==> src/rtl/mem_arbiter.sv <==
// Shares one memory bus between instruction fetch and data access, one transaction in flight.
// Data wins ties; a starvation counter forces a fetch grant after STARVE_MAX back-to-back data wins.
module mem_arbiter #(
    parameter int unsigned VLEN       = 64,
    parameter int unsigned DLEN       = 64,
    parameter int unsigned ILEN       = 32,
    parameter int unsigned STARVE_MAX = 4
) (
    input  logic            clk,
    input  logic            rst,
    // Fetch port
    input  logic            i_req,
    input  logic [VLEN-1:0] i_addr,
    output logic            i_gnt,
    output logic            i_valid,
    output logic [ILEN-1:0] i_data,
    // Data port
    input  logic            d_req,
    input  logic            d_we,
    input  logic [VLEN-1:0] d_addr,
    input  logic [DLEN-1:0] d_wdata,
    input  logic [1:0]      d_len,
    output logic            d_gnt,
    output logic            d_valid,
    output logic [DLEN-1:0] d_rdata,
    // Memory bus
    output logic            m_req,
    output logic            m_we,
    output logic [VLEN-1:0] m_addr,
    output logic [DLEN-1:0] m_wdata,
    output logic [1:0]      m_len,
    input  logic            m_ack,
    input  logic [DLEN-1:0] m_rdata
);

    typedef enum logic [1:0] {
        StIdle,
        StBusyI,
        StBusyD
    } state_e;

    localparam logic [3:0] StarveMax = 4'(STARVE_MAX);

    state_e          r_state, w_state_next;
    logic [3:0]      r_starve, w_starve_next;
    logic            w_gnt_i, w_gnt_d;

    logic            r_m_req, r_m_we, r_i_valid, r_d_valid;
    logic [VLEN-1:0] r_m_addr;
    logic [DLEN-1:0] r_m_wdata, r_d_rdata;
    logic [1:0]      r_m_len;
    logic [ILEN-1:0] r_i_data;

    // Grants are gated by reset so nothing is accepted while rst is asserted.
    always_comb begin
        w_gnt_i = 1'b0;
        w_gnt_d = 1'b0;
        if (rst && (r_state == StIdle)) begin
            if (d_req && !(i_req && (r_starve == StarveMax))) begin
                w_gnt_d = 1'b1;
            end else if (i_req) begin
                w_gnt_i = 1'b1;
            end
        end
    end

    always_comb begin
        w_state_next = r_state;
        unique case (r_state)
            StIdle: begin
                if (w_gnt_d) begin
                    w_state_next = StBusyD;
                end else if (w_gnt_i) begin
                    w_state_next = StBusyI;
                end
            end
            StBusyI, StBusyD: begin
                if (m_ack) begin
                    w_state_next = StIdle;
                end
            end
            default: w_state_next = StIdle;
        endcase
    end

    // Counts data wins while fetch is waiting; any fetch grant or idle fetch port clears it.
    always_comb begin
        w_starve_next = r_starve;
        if (!i_req || w_gnt_i) begin
            w_starve_next = 4'd0;
        end else if (w_gnt_d && (r_starve < StarveMax)) begin
            w_starve_next = r_starve + 4'd1;
        end
    end

    always_ff @(posedge clk or negedge rst) begin
        if (!rst) begin
            r_state  <= StIdle;
            r_starve <= 4'd0;
        end else begin
            r_state  <= w_state_next;
            r_starve <= w_starve_next;
        end
    end

    always_ff @(posedge clk or negedge rst) begin
        if (!rst) begin
            r_m_req   <= 1'b0;
            r_m_we    <= 1'b0;
            r_m_addr  <= '0;
            r_m_wdata <= '0;
            r_m_len   <= 2'b00;
            r_i_valid <= 1'b0;
            r_d_valid <= 1'b0;
            r_i_data  <= '0;
            r_d_rdata <= '0;
        end else begin
            r_i_valid <= 1'b0;
            r_d_valid <= 1'b0;
            if (w_gnt_d) begin
                r_m_req   <= 1'b1;
                r_m_we    <= d_we;
                r_m_addr  <= d_addr;
                r_m_wdata <= d_wdata;
                r_m_len   <= d_len;
            end else if (w_gnt_i) begin
                r_m_req   <= 1'b1;
                r_m_we    <= 1'b0;
                r_m_addr  <= i_addr;
                r_m_wdata <= '0;
                r_m_len   <= 2'b10;
            end else if (m_ack && (r_state != StIdle)) begin
                r_m_req <= 1'b0;
                if (r_state == StBusyI) begin
                    r_i_valid <= 1'b1;
                    r_i_data  <= m_rdata[ILEN-1:0];
                end else begin
                    r_d_valid <= 1'b1;
                    r_d_rdata <= m_rdata;
                end
            end
        end
    end

    assign i_gnt   = w_gnt_i;
    assign d_gnt   = w_gnt_d;
    assign i_valid = r_i_valid;
    assign d_valid = r_d_valid;
    assign i_data  = r_i_data;
    assign d_rdata = r_d_rdata;
    assign m_req   = r_m_req;
    assign m_we    = r_m_we;
    assign m_addr  = r_m_addr;
    assign m_wdata = r_m_wdata;
    assign m_len   = r_m_len;

endmodule

==> config.mk <==
export PLATFORM = sky130hd
export DESIGN_NAME = mem_arbiter
export DESIGN_NICKNAME = d
export VERILOG_FILES = /design/src/rtl/mem_arbiter.sv
export SDC_FILE = /design/constraint.sdc
export NUM_CORES = 1
export LEC_CHECK = 0
export CAP_MARGIN = 10
export CORE_AREA = 2 2 192 194
export DETAILED_ROUTE_END_ITERATION = 8
export DIE_AREA = 0 0 194 196
export PLACE_DENSITY = 0.63
export SLEW_MARGIN = 15
export SYNTH_ARGS = -nofsm -noshare
export SYNTH_HDL_FRONTEND = slang
export SYNTH_SLANG_ARGS = --single-unit
==> constraint.sdc <==
create_clock -name clk -period 4.69 [get_ports clk]
set_input_delay 0.7035 -clock clk [delete_from_list [all_inputs] [get_ports clk]]
set_output_delay 0.7035 -clock clk [all_outputs]
set_load 0.03 [all_outputs]
== After elaboration in Yosys (flattened, before gate mapping) ==
Index checks and enable logic that the tools add are counted.

* Bits in registers: 236
* Input port bits: 264
* Output and inout port bits: 232
* Logic and storage cells: 68

* Add/subtract/negate cells: 1
* Magnitude comparators: 1
* Equality and inequality tests: 5
* Muxes and demuxes: 30
* Bitwise operators: 3
* Reduce and logical (&&, ||, !) cells: 17

{| class="wikitable"
|+ Operator list
! kind !! count
|-
| $mux W64 || 4
|-
| $mux W1 || 18
|-
| $mux W2 || 5
|-
| $mux W4 || 2
|-
| $reduce_and A4 Y1 || 2
|-
| $reduce_bool A2 Y1 || 3
|-
| $logic_and A1 B1 Y1 || 5
|-
| $add A4 B1 Y4 const B || 1
|-
| $eq A4 B3 Y1 const B || 1
|-
| $lt A4 B3 Y1 const B || 1
|-
| $pmux W2 S2 || 1
|-
| $ne A3 B3 Y1 const B || 1
|-
| $not A1 Y1 || 3
|-
| $reduce_bool A3 Y1 || 1
|-
| $eq A2 B1 Y1 const B || 1
|-
| $eq A2 B2 Y1 const B || 1
|-
| $logic_not A1 Y1 || 2
|-
| $logic_not A2 Y1 || 1
|-
| $ne A2 B2 Y1 const B || 1
|-
| $reduce_and A2 Y1 || 1
|-
| $reduce_or A2 Y1 || 1
|-
| $logic_or A1 B1 Y1 || 1
|}

== Depth between registers and ports, before layout ==
Gate-level depths: netlist of run 1.

* Depth in word-level cells: 9
* Mapped depth: 9
* Depth with buffers taken out: 7

== Least setup slack after synthesis of run 1 ==
Ideal clock, no wire load.

* Kind: input port to output port
* Start: in i_req
* End: out d_gnt
* Arrival time: 1.471 ns
* Path slack: 2.516 ns
* Stages: 6
* Buffers on the path: 2
* Cells stage by stage: buf_4 nand4b_1 and2_4 nand2_4 inv_2 buf_2

* Cells in the longest elaborated chain, start to end: 5

{| class="wikitable"
|+ RTL lines
! what !! RTL line !! text
|-
| start: declaration || 12 || <nowiki>input logic i_req,</nowiki>
|-
| $logic_and A1 B1 Y1 || 59 || <nowiki>if (d_req && !(i_req && (r_starve == StarveMax))) begin</nowiki>
|-
| $logic_not A1 Y1 || 59 ||
|-
| $logic_and A1 B1 Y1 || 59 ||
|-
| $mux W1 || 59 ||
|-
| $mux W1 || 58 || <nowiki>if (rst && (r_state == StIdle)) begin</nowiki>
|-
| end: declaration || 23 || <nowiki>output logic d_gnt,</nowiki>
|}

Every way passes these cells.

== Worst setup path in the final report of run 1 ==
Ends and elaborated chain as after synthesis.

==> results of run 1 <==
## final timing paths
kind | startpoint | endpoint | slack [ns] | cells past startpoint
setup / recovery | i_req | d_gnt | 1.43 | 6
hold / removal | rst | d_rdata[46] | 0.06 | 1
setup reg to reg | r_state[0] | m_addr[38] | 2.30 | 7
hold reg to reg | i_data[9] | i_data[9] | 0.47 | 2
max in group asynchronous | rst | m_wdata[6] | 3.49 | 2
min in group clk | i_data[9] | i_data[9] | 0.47 | 2
## per-stage QoR
step	power, W	setup slack [ns]	instances	utilization	hold WS (ns)
after floorplan	0.006789	2.516	832	-	0.4079
after global placement	0.009451	1.429	1744	0.4114	0.4569
after detailed placement	0.009527	1.405	1744	0.4114	0.4617
after CTS	0.01162	1.403	1790	0.4352	0.04462
after global routing	0.01205	1.325	1790	0.4352	0.06171
final	0.01148	1.433	1790	0.4352	0.05742
## where the power goes
| part | switching (W) | internal [W] |
|---|---|---|
| Sequential | 0.000537 | 0.00301 |
| Combinational | 0.00336 | 0.00255 |
| Clock | 0.000816 | 0.00120 |
| Total | 0.00471 | 0.00677 |
## per-layer routing
layer / part of all wire / wire length [um]
met3: 0.083 / 2659
met5: 0 / 0
met1: 0.41 / 13360
met4: 0.028 / 891
met2: 0.47 / 15290
## flip-flops by register name, summed over array words and instances, names as in the netlist, 2 cells and up
name	cells
i_data	32
m_wdata	64
d_rdata	64
r_starve	4
m_addr	64
r_state	2
m_len	2
## Yosys cell counts (2+ instances only)
library cell / number / area (um^2)
nor3_1: 64 / 320.3
mux2_2: 64 / 720.7
o22ai_1: 2 / 12.51
nor2_1: 135 / 506.7
o22a_1: 2 / 17.52
o21ai_1: 2 / 10.01
a21oi_1: 3 / 15.01
a211oi_1: 64 / 480.5
buf_4: 12 / 90.09
nand2_1: 105 / 394.1
clkbuf_1: 22 / 82.58
ha_1: 4 / 50.05
dfrtp_1: 236 / 5906
inv_1: 6 / 22.52
buf_2: 20 / 100.1
a22o_1: 66 / 578.1
buf_6: 4 / 45.04
buf_1: 5 / 18.77
## cell type report
class,count,area share
flip-flops and latches,236,0.3761
well taps,468,0.03729
clock inverters,4,0.001514
clock buffers,42,0.05299
multi-input cells,526,0.2073
inverters,7,0.001673
repair buffers,507,0.3232
## worst register-to-register path: stages (launching register included)
cell      delay (ns)
dfrtp_1         0.40
inv_1           0.07
ha_1            0.27
nand2_4         0.31
nor2_4          0.21
buf_4           0.62
nor2_1          0.17
a211oi_1        0.24
## cell families (layout without fill, tap and decap cells)
kind of cell	count (synthesis)	count (layout)	synth area share
AOI/OAI and AO/OA	143	143	0.1206
adders and majority gates	4	4	0.005277
buffers and inverters	70	560	0.03825
DFF	236	236	0.6226
muxes	64	64	0.07598
and+or+nand+nor	315	315	0.1373
==> impl_metrics.csv, run 1 <==
group,metric,value,unit
placement,dpl_cell_area,14850,um^2
sta,rsz0062_at_grt,"no",
layout,syn2layout_area_growth,65.55,%
die,initial_core_util,0.2629,
layout,seq_area,5906,um^2
clock_tree,clkLatencyLatePin,0.54,ns
die,fp.dieW,194,um
global_route,busiest_layer,"met2",
synthesis,avgSynthCellArea,11.40,um^2
critical_path,setup.worst_path.end_class,"primary output",
synthesis,synth-seq-cells,236,
clock_tree,postCtsSetupRepairBufs,0,
clock_tree,clockBufferDepth,3,
sta,slew_headroom,0.3810,
clock_tree,clockRootBuffer,"clkbuf_16",
layout,multi_input_area,3254,um^2
global_route,grt_max_degree,144,
placement,dp_hpwl,22540,um
synthesis,yosysSeqAreaShare,0.6226,
power,max-vdd-ir-drop,0.0004895,V
route,wirelength,32200,um
clock_tree,cts_tree,"yes",
placement,gp_congestion,0.7803,
sta,min_period,3.257,ns
worst_hold_path,hold_path_class,"in -> async",
critical_path,crit_arrival,2.55,ns
placement,port_buffers,495,
sta,finalCritPeriodShare,0.6944,
layout,layout_commonest_cell,"clkdlybuf4s50_1",
layout,n_antenna_cell,0,
global_route,use_met2,0.2682,
route,route.detailed.drc,0,
sta,timing.setup.tns,0,ns
sta,setup_viol,0,
synthesis,syn_area,9485,um^2
layout,n_fill_cell,3423,
critical_path,critPathTopFamily,"buffers and inverters",
sta,finClkSkew,0.01215,ns
global_route,grt_overflow,0,
die,core_region_area,36080,um^2
critical_path,slowest_stage,"clkdlybuf4s50_1",
layout,nets,1572,
clock_tree,htreeDepth,1,
clock_tree,cts_hold_buf,0,
synthesis,yosys_warnings,0,
critical_path,crit_chain,"clkdlybuf4s50_1 > nand4b_1 > and2_4 > nand2_4 > inv_2 > clkdlybuf4s50_1",
critical_path,cpPeakStageDelay,0.69,ns
route,drt_iter0_drc,260,
clock_tree,cts-buffers-inserted,26,
route,drt-pass1-iter-count,4,
sta,slew_viol_final,0,
route,postRouteAntennaNets,0,
route,num_vias,8225,
sta,worst_pin_slew,0.9250,ns
power,p_leak,6.609,nW
power,power.density,731.0,nW/um^2
clock_tree,ctsResizeCount,0,
global_route,antenna_found_initial,0,
synthesis,syn-num-nets,1100,
job,maxCapViolCount,0,
critical_path,critical_path_peak_fanout,10,
synthesis,synth-edff-count,0,
clock_tree,clock-sinks,236,
status,status,"finished clean",
critical_path,crit_required,3.99,ns
layout,layout_common_cells,"clkdlybuf4s50_1, dfrtp_1, nor2_1",
critical_path,path_buf_inv,3,
die,die_area,38020,um^2
synthesis,synthFlopType,"dfrtp_1",
global_route,grt_pass1_wl,49420,um
global_route,grtUsageTotal,0.1625,
critical_path,path_common_cell,"clkdlybuf4s50_1",
global_route,grt_use_met1,0.2032,
die,row_count,70,
die,ios,496,
critical_path,critPathKind,"in -> out",
sta,hold_viol,0,
critical_path,critPathLaunchType,"input pin",
clock_tree,clk_pin_slew,0.06,ns
global_route,grtUsageMet3,0.04968,
route,viasPerCell,4.595,
layout,layout-drive-gt1-share,0.09682,
die,die_y,196,um
route,wl_per_cell,17.99,um
layout,fin_area,15700,um^2
sta,fmax,307.1,MHz
global_route,grt_pass1_vias,8434,
synthesis,syn_inst,832,
synthesis,async_flop_share,1.000,
synthesis,yosysUniqueCellTypes,34,
No activity file was read; power rests on OpenSTA's default activity.
==> run 2: changes to the inputs <==
CORE_AREA = 2 2 193 195   (was 2 2 192 194)
DIE_AREA = 0 0 195 197   (was 0 0 194 196)
clock period = 3.1 ns   (was 4.69 ns; I/O delays follow)
==> run 2 against run 1 <==
Net effect:
- core utilization increased by 0.62 points
- global-route usage down 0.43 points
- first-iteration DRC count is 15% higher
- combinational power grew 53%
- flip-flop and latch count stayed put
- cell area grew 1.9%
- wire length decreased by 0.57%
- critical path type unchanged
- largest cell class unchanged
==> impl_metrics.csv, run 2 (synthesized netlist as in run 1, its figures left out) <==
group,metric,value,unit
status,status,"finished clean",
die,initial_core_util,0.2616,
die,die_area,38420,um^2
clock_tree,cts_tree,"yes",
clock_tree,clk_pin_slew,0.06,ns
clock_tree,clkLatencyLatePin,0.53,ns
power,p_leak,6.760,nW
layout,layout_common_cells,"clkdlybuf4s50_1, dfrtp_1, nor2_1",
sta,fmax,399.6,MHz
global_route,grt_pass1_wl,48380,um
clock_tree,cts-buffers-inserted,26,
die,fp.dieW,195,um
layout,layout-drive-gt1-share,0.1094,
clock_tree,clockBufferDepth,3,
route,num_vias,8282,
sta,rsz0062_at_grt,"no",
layout,multi_input_area,3254,um^2
layout,n_fill_cell,3402,
sta,finalCritPeriodShare,0.8073,
placement,dp_hpwl,23040,um
critical_path,setup.worst_path.end_class,"primary output",
route,drt_iter0_drc,298,
layout,nets,1585,
critical_path,crit_required,2.63,ns
clock_tree,ctsResizeCount,0,
global_route,grtUsageTotal,0.1582,
layout,layout_commonest_cell,"clkdlybuf4s50_1",
placement,post-place-cells,1756,
sta,slew_headroom,0.3658,
global_route,grt_overflow,0,
layout,n_antenna_cell,0,
critical_path,critPathLaunchType,"input pin",
route,route.detailed.drc,0,
layout,fin_cells,1803,
placement,port_buffers,495,
global_route,grt_pass1_vias,8303,
route,wirelength,32020,um
global_route,grt_max_degree,149,
route,viasPerCell,4.593,
layout,seq_area,5906,um^2
sta,min_period,2.503,ns
power,power.density,1111,nW/um^2
clock_tree,clock-sinks,236,
critical_path,crit_arrival,2.04,ns
clock_tree,htreeDepth,1,
power,max-vdd-ir-drop,0.0004799,V
die,core_region_area,36260,um^2
layout,syn2layout_area_growth,68.74,%
placement,gp_congestion,0.8089,
sta,finClkSkew,0.01059,ns
die,die_y,197,um
route,drt-pass1-iter-count,4,
route,postRouteAntennaNets,0,
power,total_power,0.01778,W
route,wl_per_cell,17.76,um
global_route,antenna_found_initial,0,
sta,timing.setup.tns,0,ns
clock_tree,clockRootBuffer,"clkbuf_16",
sta,slew_viol_final,0,
critical_path,critical_path_peak_fanout,20,
die,row_count,70,
sta,worst_pin_slew,0.9513,ns
critical_path,critPathKind,"in -> out",
worst_hold_path,hold_path_class,"in -> async",
sta,whs,0.4269,ns
die,ios,496,
sta,hold_viol,0,
sta,setup_viol,0,
job,maxCapViolCount,0,
run 2: cell count changes in the layout (fill, tap and decap cells not counted), moves of 2 or more:
cell and delta:
buf_12 +9, buf_4 +5, bufinv_16 +4, clkbuf_1 -4, clkdlybuf4s50_1 -2
run 2: path summary, 6_finish.rpt:
kind / end / startpoint / slack [ns] / depth (start not counted)
hold reg to reg: i_data[7] / i_data[7] / 0.47 / 2
max in group asynchronous: r_starve[0] / rst / 1.48 / 3
min in group clk: i_data[7] / i_data[7] / 0.47 / 2
setup reg to reg: m_wdata[50] / r_state[1] / 1.07 / 7
setup / recovery: i_gnt / rst / 0.60 / 5
hold / removal: m_req / rst / 0.43 / 2
run 2: timing repair:
action	in CTS	in global routing
hold endpoints to repair	15	0
setup buffers	0	0
hold buffers	1	0
run 2: report_power, final:
group | internal, W | total (W) | switching (W)
logic | 0.00393 | 0.00902 | 0.00509
registers | 0.00456 | 0.00538 | 0.000820
clock network | 0.00212 | 0.00338 | 0.00126
total | 0.0106 | 0.0178 | 0.00717
run 2: worst max-delay path: stages:
cell and delay (ns):
dlygate4sd3_1 0.61, buf_8 0.23, and2_2 0.30, and3_1 0.27, buf_12 0.14
run 2: cell type report:
cell class | instances | share of cell area
Sequential cell | 236 | 0.3690
Timing Repair Buffer | 520 | 0.3300
Multi-Input combinational cell | 526 | 0.2033
Clock buffer | 37 | 0.05019
Tap cell | 468 | 0.03659
Clock inverter | 9 | 0.009225
Inverter | 7 | 0.001642
run 2: per-layer routing:
| metal | vias up | global-route usage | wire, um |
|---|---|---|---|
| met3 | 57 | 0.04517 | 2731 |
| met5 | - | 0 | 0 |
| met4 | 0 | 0.04750 | 867 |
| met2 | 365 | 0.2618 | 15130 |
| li1 | 3869 | - | - |
| met1 | 3991 | 0.2010 | 13290 |
run 2: stage by stage:
stage          utilization  area (um^2)  setup slack [ns]
3_3_place_gp        0.4149        15040            0.6940
6_report            0.4414        16010            0.5973
3_5_place_dp        0.4149        15040            0.6319
4_1_cts             0.4414        16010            0.5596
2_1_floorplan            -         9485             1.398
5_1_grt             0.4414        16010            0.4477
==> run 3: changes to the inputs <==
clock period = 2.59 ns   (was 3.1 ns; I/O delays follow)
==> run 3 against run 2 <==
Net effect:
- register-to-register slack worse by 0.49 ns
- combinational power up 20%
- critical endpoint is now d_gnt
- cell area unchanged
- via count up 0.17%
- highest routed layer unchanged
==> impl_metrics.csv, run 3 (synthesized netlist as in run 1, its figures left out) <==
group,metric,value,unit
sta,worst_pin_slew,0.8304,ns
sta,rsz0062_at_grt,"no",
clock_tree,postCtsSetupRepairBufs,0,
critical_path,setup.worst_path.end_class,"primary output",
route,wl_met1,13650,um
layout,multi_input_area,3256,um^2
global_route,grtUsageTotal,0.1598,
sta,whs,0.3719,ns
route,wirelength,31890,um
global_route,grt_pass1_wl,48940,um
die,core_region_area,36260,um^2
sta,hold_viol,0,
clock_tree,clk_pin_slew,0.06,ns
power,p_leak,6.770,nW
power,power.density,1311,nW/um^2
layout,n_fill_cell,3409,
clock_tree,htreeDepth,1,
route,num_vias,8296,
critical_path,crit_required,2.20,ns
status,status,"finished clean",
global_route,antenna_found_initial,1,
sta,slew_headroom,0.4464,
clock_tree,clock-sinks,236,
worst_hold_path,hold_path_class,"in -> async",
global_route,grt_max_degree,132,
critical_path,critPathKind,"in -> out",
clock_tree,clockBufferDepth,3,
job,maxCapViolCount,0,
route,postRouteAntennaNets,0,
clock_tree,cts-buffers-inserted,27,
sta,finClkSkew,0.007883,ns
global_route,grt_pass1_vias,8469,
route,highest_layer,"met4",
layout,layout_commonest_cell,"clkdlybuf4s50_1",
layout,seq_area,5906,um^2
global_route,grt_overflow,0,
route,dr_wl_met2,14730,um
layout,fin_area,16010,um^2
clock_tree,clockRootBuffer,"clkbuf_16",
route,route.detailed.drc,0,
route,wl_per_cell,17.56,um
sta,finalCritPeriodShare,0.9354,
die,die_area,38420,um^2
route,drt_iter0_drc,351,
placement,dp_hpwl,23390,um
sta,slew_viol_final,0,
die,initial_core_util,0.2616,
clock_tree,clkLatencyLatePin,0.53,ns
die,die_y,197,um
die,ios,496,
layout,syn2layout_area_growth,68.74,%
placement,dpl_cell_area,15100,um^2
sta,setup_viol,0,
placement,port_buffers,495,
sta,timing.setup.tns,0,ns
layout,layout_common_cells,"clkdlybuf4s50_1, dfrtp_1, nor2_1",
critical_path,crit_arrival,2.03,ns
critical_path,critPathLaunchType,"input pin",
route,met3_length,2621,um
die,row_count,70,
die,fp.dieW,195,um
placement,gp_congestion,0.8213,
route,drt-pass1-iter-count,4,
critical_path,critical_path_peak_fanout,41,
sta,min_period,2.423,ns
route,viasPerCell,4.568,
clock_tree,cts_tree,"yes",
sta,fmax,412.8,MHz
power,max-vdd-ir-drop,0.0005371,V
layout,nets,1597,
layout,layout-drive-gt1-share,0.1151,
-- run 3: cell count changes in the layout (fill, tap and decap cells not counted), sizes merged --
cell	change
clkbuf	+3
bufinv	-3
buf	+11
clkinv	+1
diode	+1
-- run 3: power by group --
| part | internal (W) | switching, W | total [W] | leakage (nW) |
|---|---|---|---|---|
| sequential | 0.00545 | 0.000956 | 0.00641 | 2.83 |
| combinational | 0.00473 | 0.00608 | 0.0108 | 3.50 |
| clock | 0.00226 | 0.00151 | 0.00377 | 0.436 |
-- run 3: final timing paths --
path / startpoint / to / slack [ns] / cells after the start
worst min register to register: i_data[12] / i_data[12] / 0.47 / 2
worst min-delay path: rst / m_addr[27] / 0.37 / 2
min in group clk: m_rdata[27] / i_data[27] / 0.42 / 3
max in group asynchronous: rst / d_rdata[44] / 0.83 / 4
worst max-delay path: rst / d_gnt / 0.17 / 6
worst max register to register: r_state[0] / d_rdata[17] / 0.58 / 6
-- run 3: final cells by class --
cell class / count / share of cell area
diodes: 1 / 0.0001563
clock buffers: 40 / 0.05089
clock inverters: 7 / 0.004378
inverters: 7 / 0.001642
multi-input cells: 526 / 0.2034
flip-flops and latches: 236 / 0.3690
well taps: 468 / 0.03659
repair buffers: 531 / 0.3340
-- run 3: critical path, stage by stage --
cell and delay [ns]:
dlygate4sd3_1 0.61, buf_12 0.25, and2_4 0.26, nand2_4 0.07
inv_2 0.17, buf_4 0.21
-- run 3: repair_timing --
item                       4_1_cts  5_1_grt
setup endpoints to repair        0        2
hold endpoints to repair        37        0
hold buffers                     1        0
resized for setup                0        2
-- run 3: metal layers --
layer / global-route usage / up-vias
met1: 0.2077 / 3991
met5: 0 / -
li1: - / 3898
met2: 0.2560 / 356
met3: 0.04483 / 51
met4: 0.05570 / 0
-- run 3: through the flow --
stage | worst slack (ns) | utilization | total power (W) | instances
floorplan | 0.8879 | - | 0.01229 | 832
global placement | 0.4114 | 0.4165 | 0.01723 | 1767
detailed placement | 0.3081 | 0.4165 | 0.01735 | 1767
CTS | 0.007115 | 0.4412 | 0.02123 | 1815
global route | 0.02552 | 0.4413 | 0.02205 | 1815
finish | 0.1674 | 0.4414 | 0.02099 | 1816
